==> src/rtl/ycbcr_conv_arbiter_pkg.sv <==
// Shared tag encoding and width helper for the YCbCr converter arbiter.
package ycbcr_conv_arbiter_pkg;

   typedef logic [1:0] tag_t;

   localparam tag_t REQ_NONE = 2'b00;
   localparam tag_t REQ0     = 2'b01;
   localparam tag_t REQ1     = 2'b10;

   function automatic int log2_ceil(input int value);
      int bits;
      bits = 0;
      for (int i = 0; i < 31; i++) begin
         if ((1 << i) < value) bits = i + 1;
      end
      return bits;
   endfunction

endpackage

==> src/rtl/ycbcr_conv_arbiter_rr_arbiter2.sv <==
// Two-way round-robin grant; the requester not served last wins a tie.
module rr_arbiter2
   import ycbcr_conv_arbiter_pkg::*;
(
   input  logic clock,
   input  logic n_rst,
   input  logic [1:0] eligible,
   output tag_t grant
);

   // 1 means requester 1 was served last, so requester 0 wins the first tie
   logic last_grant;

   always_comb begin
      grant = REQ_NONE;
      if (&eligible) begin
         grant = last_grant ? REQ0 : REQ1;
      end else if (eligible[0]) begin
         grant = REQ0;
      end else if (eligible[1]) begin
         grant = REQ1;
      end
   end

   always_ff @(posedge clock or negedge n_rst) begin
      if (!n_rst) begin
         last_grant <= 1'b1;
      end else if (grant != REQ_NONE) begin
         last_grant <= grant[1];
      end
   end

endmodule

==> src/rtl/ycbcr_conv_arbiter.sv <==
// Shares one fixed-latency RGB->YCbCr converter between two requesters and
// tags every in-flight pixel with its owner.
module ycbcr_conv_arbiter
   import ycbcr_conv_arbiter_pkg::*;
#(
   parameter int BIT_WIDTH    = 8,
   parameter int FRAME_HEIGHT = 480,
   parameter int FRAME_WIDTH  = 640,
   parameter int CONV_LATENCY = 4,
   localparam int V_BITW      = log2_ceil(FRAME_HEIGHT),
   localparam int H_BITW      = log2_ceil(FRAME_WIDTH)
) (
   input  logic                 clock,
   input  logic                 n_rst,
   input  logic [1:0]           enable,
   input  logic                 flush,
   output logic                 idle,
   input  logic                 req0_valid,
   output logic                 req0_ready,
   input  logic [BIT_WIDTH-1:0] req0_r,
   input  logic [BIT_WIDTH-1:0] req0_g,
   input  logic [BIT_WIDTH-1:0] req0_b,
   input  logic [V_BITW-1:0]    req0_vcnt,
   input  logic [H_BITW-1:0]    req0_hcnt,
   input  logic                 req1_valid,
   output logic                 req1_ready,
   input  logic [BIT_WIDTH-1:0] req1_r,
   input  logic [BIT_WIDTH-1:0] req1_g,
   input  logic [BIT_WIDTH-1:0] req1_b,
   input  logic [V_BITW-1:0]    req1_vcnt,
   input  logic [H_BITW-1:0]    req1_hcnt,
   output logic [BIT_WIDTH-1:0] cv_r,
   output logic [BIT_WIDTH-1:0] cv_g,
   output logic [BIT_WIDTH-1:0] cv_b,
   output logic [V_BITW-1:0]    cv_vcnt,
   output logic [H_BITW-1:0]    cv_hcnt,
   input  logic [BIT_WIDTH-1:0] cv_y,
   input  logic [BIT_WIDTH-1:0] cv_cb,
   input  logic [BIT_WIDTH-1:0] cv_cr,
   input  logic [V_BITW-1:0]    cv_out_vcnt,
   input  logic [H_BITW-1:0]    cv_out_hcnt,
   output tag_t                 out_valid,
   output logic [BIT_WIDTH-1:0] out_y,
   output logic [BIT_WIDTH-1:0] out_cb,
   output logic [BIT_WIDTH-1:0] out_cr,
   output logic [V_BITW-1:0]    out_vcnt,
   output logic [H_BITW-1:0]    out_hcnt
);

   logic [1:0] eligible;
   tag_t       grant;
   tag_t       tag_pipe [0:CONV_LATENCY];
   logic       in_flight;

   assign eligible   = {req1_valid & enable[1] & ~flush,
                        req0_valid & enable[0] & ~flush};
   assign req0_ready = grant[0];
   assign req1_ready = grant[1];

   rr_arbiter2 u_rr (
      .clock    (clock),
      .n_rst    (n_rst),
      .eligible (eligible),
      .grant    (grant)
   );

   // Stage 0: converter input mux register; holds its value on idle cycles
   always_ff @(posedge clock or negedge n_rst) begin
      if (!n_rst) begin
         cv_r    <= '0;
         cv_g    <= '0;
         cv_b    <= '0;
         cv_vcnt <= '0;
         cv_hcnt <= '0;
      end else if (grant == REQ1) begin
         cv_r    <= req1_r;
         cv_g    <= req1_g;
         cv_b    <= req1_b;
         cv_vcnt <= req1_vcnt;
         cv_hcnt <= req1_hcnt;
      end else if (grant == REQ0) begin
         cv_r    <= req0_r;
         cv_g    <= req0_g;
         cv_b    <= req0_b;
         cv_vcnt <= req0_vcnt;
         cv_hcnt <= req0_hcnt;
      end
   end

   // Tag stages 0..CONV_LATENCY track the mux register plus the converter
   always_ff @(posedge clock or negedge n_rst) begin
      if (!n_rst) begin
         for (int k = 0; k <= CONV_LATENCY; k++) tag_pipe[k] <= REQ_NONE;
      end else begin
         tag_pipe[0] <= grant;
         for (int k = 1; k <= CONV_LATENCY; k++) tag_pipe[k] <= tag_pipe[k-1];
      end
   end

   // Output stage: registered converter result, flagged by the tail tag
   always_ff @(posedge clock or negedge n_rst) begin
      if (!n_rst) begin
         out_valid <= REQ_NONE;
         out_y     <= '0;
         out_cb    <= '0;
         out_cr    <= '0;
         out_vcnt  <= '0;
         out_hcnt  <= '0;
      end else begin
         out_valid <= tag_pipe[CONV_LATENCY];
         out_y     <= cv_y;
         out_cb    <= cv_cb;
         out_cr    <= cv_cr;
         out_vcnt  <= cv_out_vcnt;
         out_hcnt  <= cv_out_hcnt;
      end
   end

   always_comb begin
      in_flight = 1'b0;
      for (int k = 0; k <= CONV_LATENCY; k++) begin
         if (tag_pipe[k] != REQ_NONE) in_flight = 1'b1;
      end
   end

   assign idle = (grant == REQ_NONE) && !in_flight && (out_valid == REQ_NONE);

endmodule

==> config.mk <==
export PLATFORM = sky130hd
export DESIGN_NAME = ycbcr_conv_arbiter
export DESIGN_NICKNAME = d
export VERILOG_FILES = /design/src/rtl/ycbcr_conv_arbiter_pkg.sv /design/src/rtl/ycbcr_conv_arbiter_rr_arbiter2.sv /design/src/rtl/ycbcr_conv_arbiter.sv
export SDC_FILE = /design/constraint.sdc
export NUM_CORES = 1
export LEC_CHECK = 0
export BUFFER_PORTS_ARGS = -buffer_cell sky130_fd_sc_hd__buf_2
export CORE_UTILIZATION = 42
export CTS_BUF_LIST = sky130_fd_sc_hd__clkbuf_16
export DETAILED_ROUTE_END_ITERATION = 6
export GPL_TIMING_DRIVEN = 0
export PLACE_DENSITY = 0.88
export SLEW_MARGIN = 25
export SYNTH_ARGS = -nofsm -noshare
export SYNTH_HDL_FRONTEND = slang
export SYNTH_HIERARCHICAL = 1
export SYNTH_SLANG_ARGS = --single-unit
==> constraint.sdc <==
create_clock -name clock -period 2.25 [get_ports clock]
set_input_delay 0.1125 -clock clock [delete_from_list [all_inputs] [get_ports clock]]
set_output_delay 0.1125 -clock clock [all_outputs]
set_load 0.02 [all_outputs]
; Word-level counts from Yosys, hierarchy flattened
; Cells that the tools add are included.
; W data, S select, Z words.
[op_classes]
n_eq_ne = 2
n_mux = 19
n_bitwise = 5
n_reduce_logical = 13
[ops]
columns = operator, n
row1 = $mux W8, 6
row2 = $mux W10, 2
row3 = $mux W9, 2
row4 = $reduce_bool A2 Y1, 7
row5 = $mux W2, 4
row6 = $mux W1, 5
row7 = $and A1 B1 Y1, 4
row8 = $logic_not A2 Y1, 2
row9 = $eq A2 B1 Y1 const B, 1
row10 = $eq A2 B2 Y1 const B, 1
row11 = $logic_and A1 B1 Y1, 2
row12 = $reduce_and A2 Y1, 1
row13 = $logic_not A1 Y1, 1
row14 = $not A1 Y1, 1
[word_totals]
ff_bits = 99
out_inout_bits = 91
wordCells = 56

; Depth between registers and ports, before layout
[logic_depth]
word_depth = 9
depth_mapped = 9
ltp_nobuf = 7

; Hierarchy
; The synthesis kept the hierarchy.
[by_module_without_submodules]
columns = module, instances, cells_per_inst, area_per_inst_um2, seq_area_each_um2
row1 = ycbcr_conv_arbiter, 1, 255, 3480.8, 2452.4
row2 = rr_arbiter2, 1, 6, 53.8, 26.3

; Worst setup path after synthesis
; Ideal clock, no wire load.
[synth_timing]
path_type = register to register
startpoint = register u_rr.last_grant
endpoint = register cv_b[0]
setup_ns = 0.126
arrival_ns = 1.944
t_required_ns = 2.124
setup_slack_ns = 0.180
stages_incl_launch_ff = 8
path_buffers = 3
synth_period_minus_slack_ns = 2.070
path_cell_list = dfstp_2 a21boi_0 inv_1 ha_1 buf_2 buf_2 buf_2 a21oi_1
[synth_between]
elab_chain_len = 4
elab_cells_between_ends = 6
[synth_rtl]
columns = item, line_no
row1 = "start, declared", ycbcr_conv_arbiter_rr_arbiter2.sv:12  ; logic last_grant;
row2 = "start signal, assigned", ycbcr_conv_arbiter_rr_arbiter2.sv:29  ; last_grant <= grant[1];
row3 = $mux W2 *, ycbcr_conv_arbiter_rr_arbiter2.sv:17  ; grant = last_grant ? REQ0 : REQ1;
row4 = $mux W2 *, ycbcr_conv_arbiter_rr_arbiter2.sv:16  ; if (&eligible) begin
row5 = named net req1_ready, ycbcr_conv_arbiter.sv:26  ; output logic req1_ready,
row6 = $eq A2 B2 Y1 / $eq A2 B1 Y1 (equally long branches), "ycbcr_conv_arbiter.sv:75, ycbcr_conv_arbiter.sv:81"
row7 = $mux W8 / $reduce_bool A2 Y1 (equally long branches), --
row8 = "end signal, assigned", ycbcr_conv_arbiter.sv:78  ; cv_b <= req1_b;
row9 = "end signal, assigned", ycbcr_conv_arbiter.sv:84  ; cv_b <= req0_b;
row10 = "end, declared", ycbcr_conv_arbiter.sv:34  ; output logic [BIT_WIDTH-1:0] cv_b,
; Mark *: on every way through the listed nets, which the timed path passes. The rest lies on a longest branch.
; A chain may end at the register's enable or synchronous reset.

; Worst setup path after layout
[layout_timing]
startpoint = register u_rr.last_grant
endpoint = register cv_vcnt[1]
[layout_between]
elab_chain_len = 4
elab_cells_between_ends = 6
[layout_rtl]
columns = item, line_no
row1 = $mux W2 *, ycbcr_conv_arbiter_rr_arbiter2.sv:17
row2 = $mux W2 *, ycbcr_conv_arbiter_rr_arbiter2.sv:16
row3 = $eq A2 B2 Y1 / $eq A2 B1 Y1 (equally long branches), "ycbcr_conv_arbiter.sv:75, ycbcr_conv_arbiter.sv:81"
row4 = $mux W9 / $reduce_bool A2 Y1 (equally long branches), --
row5 = "end signal, assigned", ycbcr_conv_arbiter.sv:79  ; cv_vcnt <= req1_vcnt;
row6 = "end signal, assigned", ycbcr_conv_arbiter.sv:85  ; cv_vcnt <= req0_vcnt;
row7 = "end, declared", ycbcr_conv_arbiter.sv:35  ; output logic [V_BITW-1:0] cv_vcnt,
; Every way passes the cells marked *; elsewhere a longest branch is shown, timed or not.

==> metrics <==
area delta synth->final=58.1%; Total Die Area=8790 um^2; final worst-path cycle share=92.8%; IO Pins=227; total number of vias=3091; worst-skew pair later-pin latency=0.33 ns; Arr. time, crit path=2.29 ns; relative slew slack=64.2%; initial antenna violation count=0; DP Wirelength=6.96 mm; Critical Path RT=2.45 ns; TritonCTS clock tree=built; H-tree levels=3; layout cells sized above 1=47.1%; Final Wtd Congestion=0.740; Layout Nets=681; most common cell after layout, fill and taps aside=buf_2; post-layout util=68.3%; Ys Warns=6; Final Skew=0.00672 ns; crit end category=register; Avg Synthesized Cell Area=13.5 um^2; final hold viol count=0; largest net degree at the start of global routing=60; fin. max-slew vios=0; Setup TNS=0 ns; first-pass GRT wire length=16.0 mm; PortBufs=226; sequential power share=44.7%; sw frac=30.1%; Tot Pwr=0.00473 W; Clock Sinks=99; worst hold path class=in -> reg; ANT cells=0; drt wl/cell=15.9 um; part of the power in combinational logic=22.2%; Int Power=0.00331 W; Die W=93.7 um; Slew @ Worst Pin=0.532 ns; Initial Util=43.2%; Via-to-Cell Ratio=4.73; Seq/Total Area, Yosys=70.1%; drt drc=0; clock period minus worst slack=2.09 ns; most frequent cells in the layout=232 x buf_2, 98 x dfrtp_1, 47 x nor2_1, 44 x a21oi_1, 44 x dlygate4sd3_1; drt total wl=10.4 mm; row count=33; Power Density=847 nW/um^2; number of global-route vias before repair=3309; grt total ovfl=0; CP max FO=10; VDD IR max=506 uV; Max Root-Sink Buffers=2; Pre-antenna DRT Iters=4; unrepaired setup endpoints after global routing=false; maxcap violations=0; outcome=completed; Yosys reg bits=99; die height=93.7 um; Sw Pwr=0.00142 W; Syn Nets=399; TritonCTS Buffers=9; Final setup violation count=0; GRT Total Usage=24.2%; Worst Setup Start Kind=register; Clock Root Buffer=clkbuf_16; clock network fraction of total power=33.1%; Worst Setup Path Type=reg -> reg; Max Clock Freq=479 MHz; DRT iter0 DRCs=106; Syn Inst Count=261; Clock transition at path regs=0.07 ns; Antenna Violating Nets Remaining=0; Core ar.=8180 um^2; synthesized area=3530 um^2; Leakage=2.79 nW; Synth cell types=16
cell type report:
| class | count | area, um^2 |
|---|---|---|
| plain buffers | 15 | 149 |
| clock buffers | 9 | 225 |
| inverters | 3 | 11.3 |
| clock inverters | 7 | 82.6 |
| fillers | 585 | 2590 |
| repair buffers | 271 | 1610 |
| multi-input cells | 144 | 903 |
| well taps | 105 | 131 |
| flip-flops and latches | 99 | 2480 |
power by group through the flow:
stage | combinational, W | sequential [W] | clock (W)
after floorplan | 0.000251 | 0.00241 | 0
final | 0.00105 | 0.00212 | 0.00157
after global routing | 0.00114 | 0.00214 | 0.00168
after global placement | 0.000954 | 0.00213 | 0
after CTS | 0.00105 | 0.00211 | 0.00160
after detailed placement | 0.000989 | 0.00214 | 0
sequential cells by signal, indices dropped and copies added, names as in the netlist:
signal / flops
cv_hcnt: 10
out_hcnt: 10
tag_pipe: 10
cv_vcnt: 9
out_vcnt: 9
cv_b: 8
cv_g: 8
cv_r: 8
out_cb: 8
out_cr: 8
out_y: 8
out_valid: 2
u_rr/last_grant: 1
final timing paths:
| path | startpoint | end | slack, ns | cells after the start |
|---|---|---|---|---|
| worst min register to register | tag_pipe[5]$_DFF_PN0_ | tag_pipe[3]$_DFF_PN0_ | 0.38 | 0 |
| worst max register to register | u_rr/last_grant$_DFFE_PN1P_ | cv_vcnt[1]$_DFFE_PN0P_ | 0.16 | 8 |
| min in group asynchronous | n_rst | cv_hcnt[3]$_DFFE_PN0P_ | 0.27 | 2 |
| worst min-delay path | req0_g[2] | cv_g[2]$_DFFE_PN0P_ | 0.08 | 3 |
| worst max-delay path | u_rr/last_grant$_DFFE_PN1P_ | cv_vcnt[1]$_DFFE_PN0P_ | 0.16 | 8 |
| max in group asynchronous | n_rst | u_rr/last_grant$_DFFE_PN1P_ | 1.33 | 3 |
per-layer routing:
| metal | global-route usage, % | routed length [um] | up-vias |
|---|---|---|---|
| met5 | 0 | 0 | - |
| met4 | 6.54 | 144 | 0 |
| met3 | 6.88 | 839 | 15 |
| met2 | 44.5 | 5450 | 144 |
| met1 | 27.2 | 3960 | 1486 |
| li1 | - | - | 1446 |
metrics by stage:
stage	instances	hold WS, ns	worst slack (ns)	instance area [um^2]
floorplan	261	-0.183	0.180	3530
global placement	592	0.220	0.132	4800
detailed placement	593	0.0494	0.0477	4830
CTS	653	0.0792	0.0551	5580
global route	653	0.0786	0.0196	5590
finish	653	0.0804	0.162	5590
critical path: stages, from the launching register on:
cell      delay, ns
dfstp_2        0.56
inv_1          0.04
a21boi_1       0.24
inv_1          0.10
ha_1           0.30
buf_2          0.14
clkbuf_4       0.23
buf_2          0.24
a21oi_1        0.10
Yosys cell counts:
cell type / n / area (um^2)
a21boi_0: 1 / 7.51
a21boi_1: 1 / 7.51
a21oi_1: 44 / 220
and4_1: 1 / 8.76
buf_12: 4 / 80.1
buf_2: 10 / 50.1
buf_6: 1 / 11.3
dfrtp_1: 98 / 2450
dfstp_2: 1 / 26.3
ha_1: 2 / 25.0
inv_1: 3 / 11.3
mux2i_1: 43 / 430
nand2_1: 2 / 7.51
nor2_1: 47 / 176
nor3b_1: 1 / 7.51
nor4_1: 2 / 12.5
logic make-up (layout without fill, tap and decap cells):
family | Yosys count | in the layout | share of synthesized area [%]
adder cells (fa/ha/maj) | 2 | 2 | 0.708
AO/OA/AOI/OAI | 46 | 46 | 6.65
AND/OR/NAND/NOR | 53 | 53 | 6.02
buffers and inverters | 18 | 305 | 4.32
multiplexers | 43 | 43 | 12.2
flip-flops | 99 | 99 | 70.1
what timing repair did:
action | 4_1_cts | 5_1_grt
setup endpoints to repair | 0 | 40
endpoints found under the hold margin | 83 | 0
gates resized for setup | 0 | 3
setup buffers | 0 | 0
hold buffers | 44 | 0
Note: power is estimated with default switching activity, not from simulation.
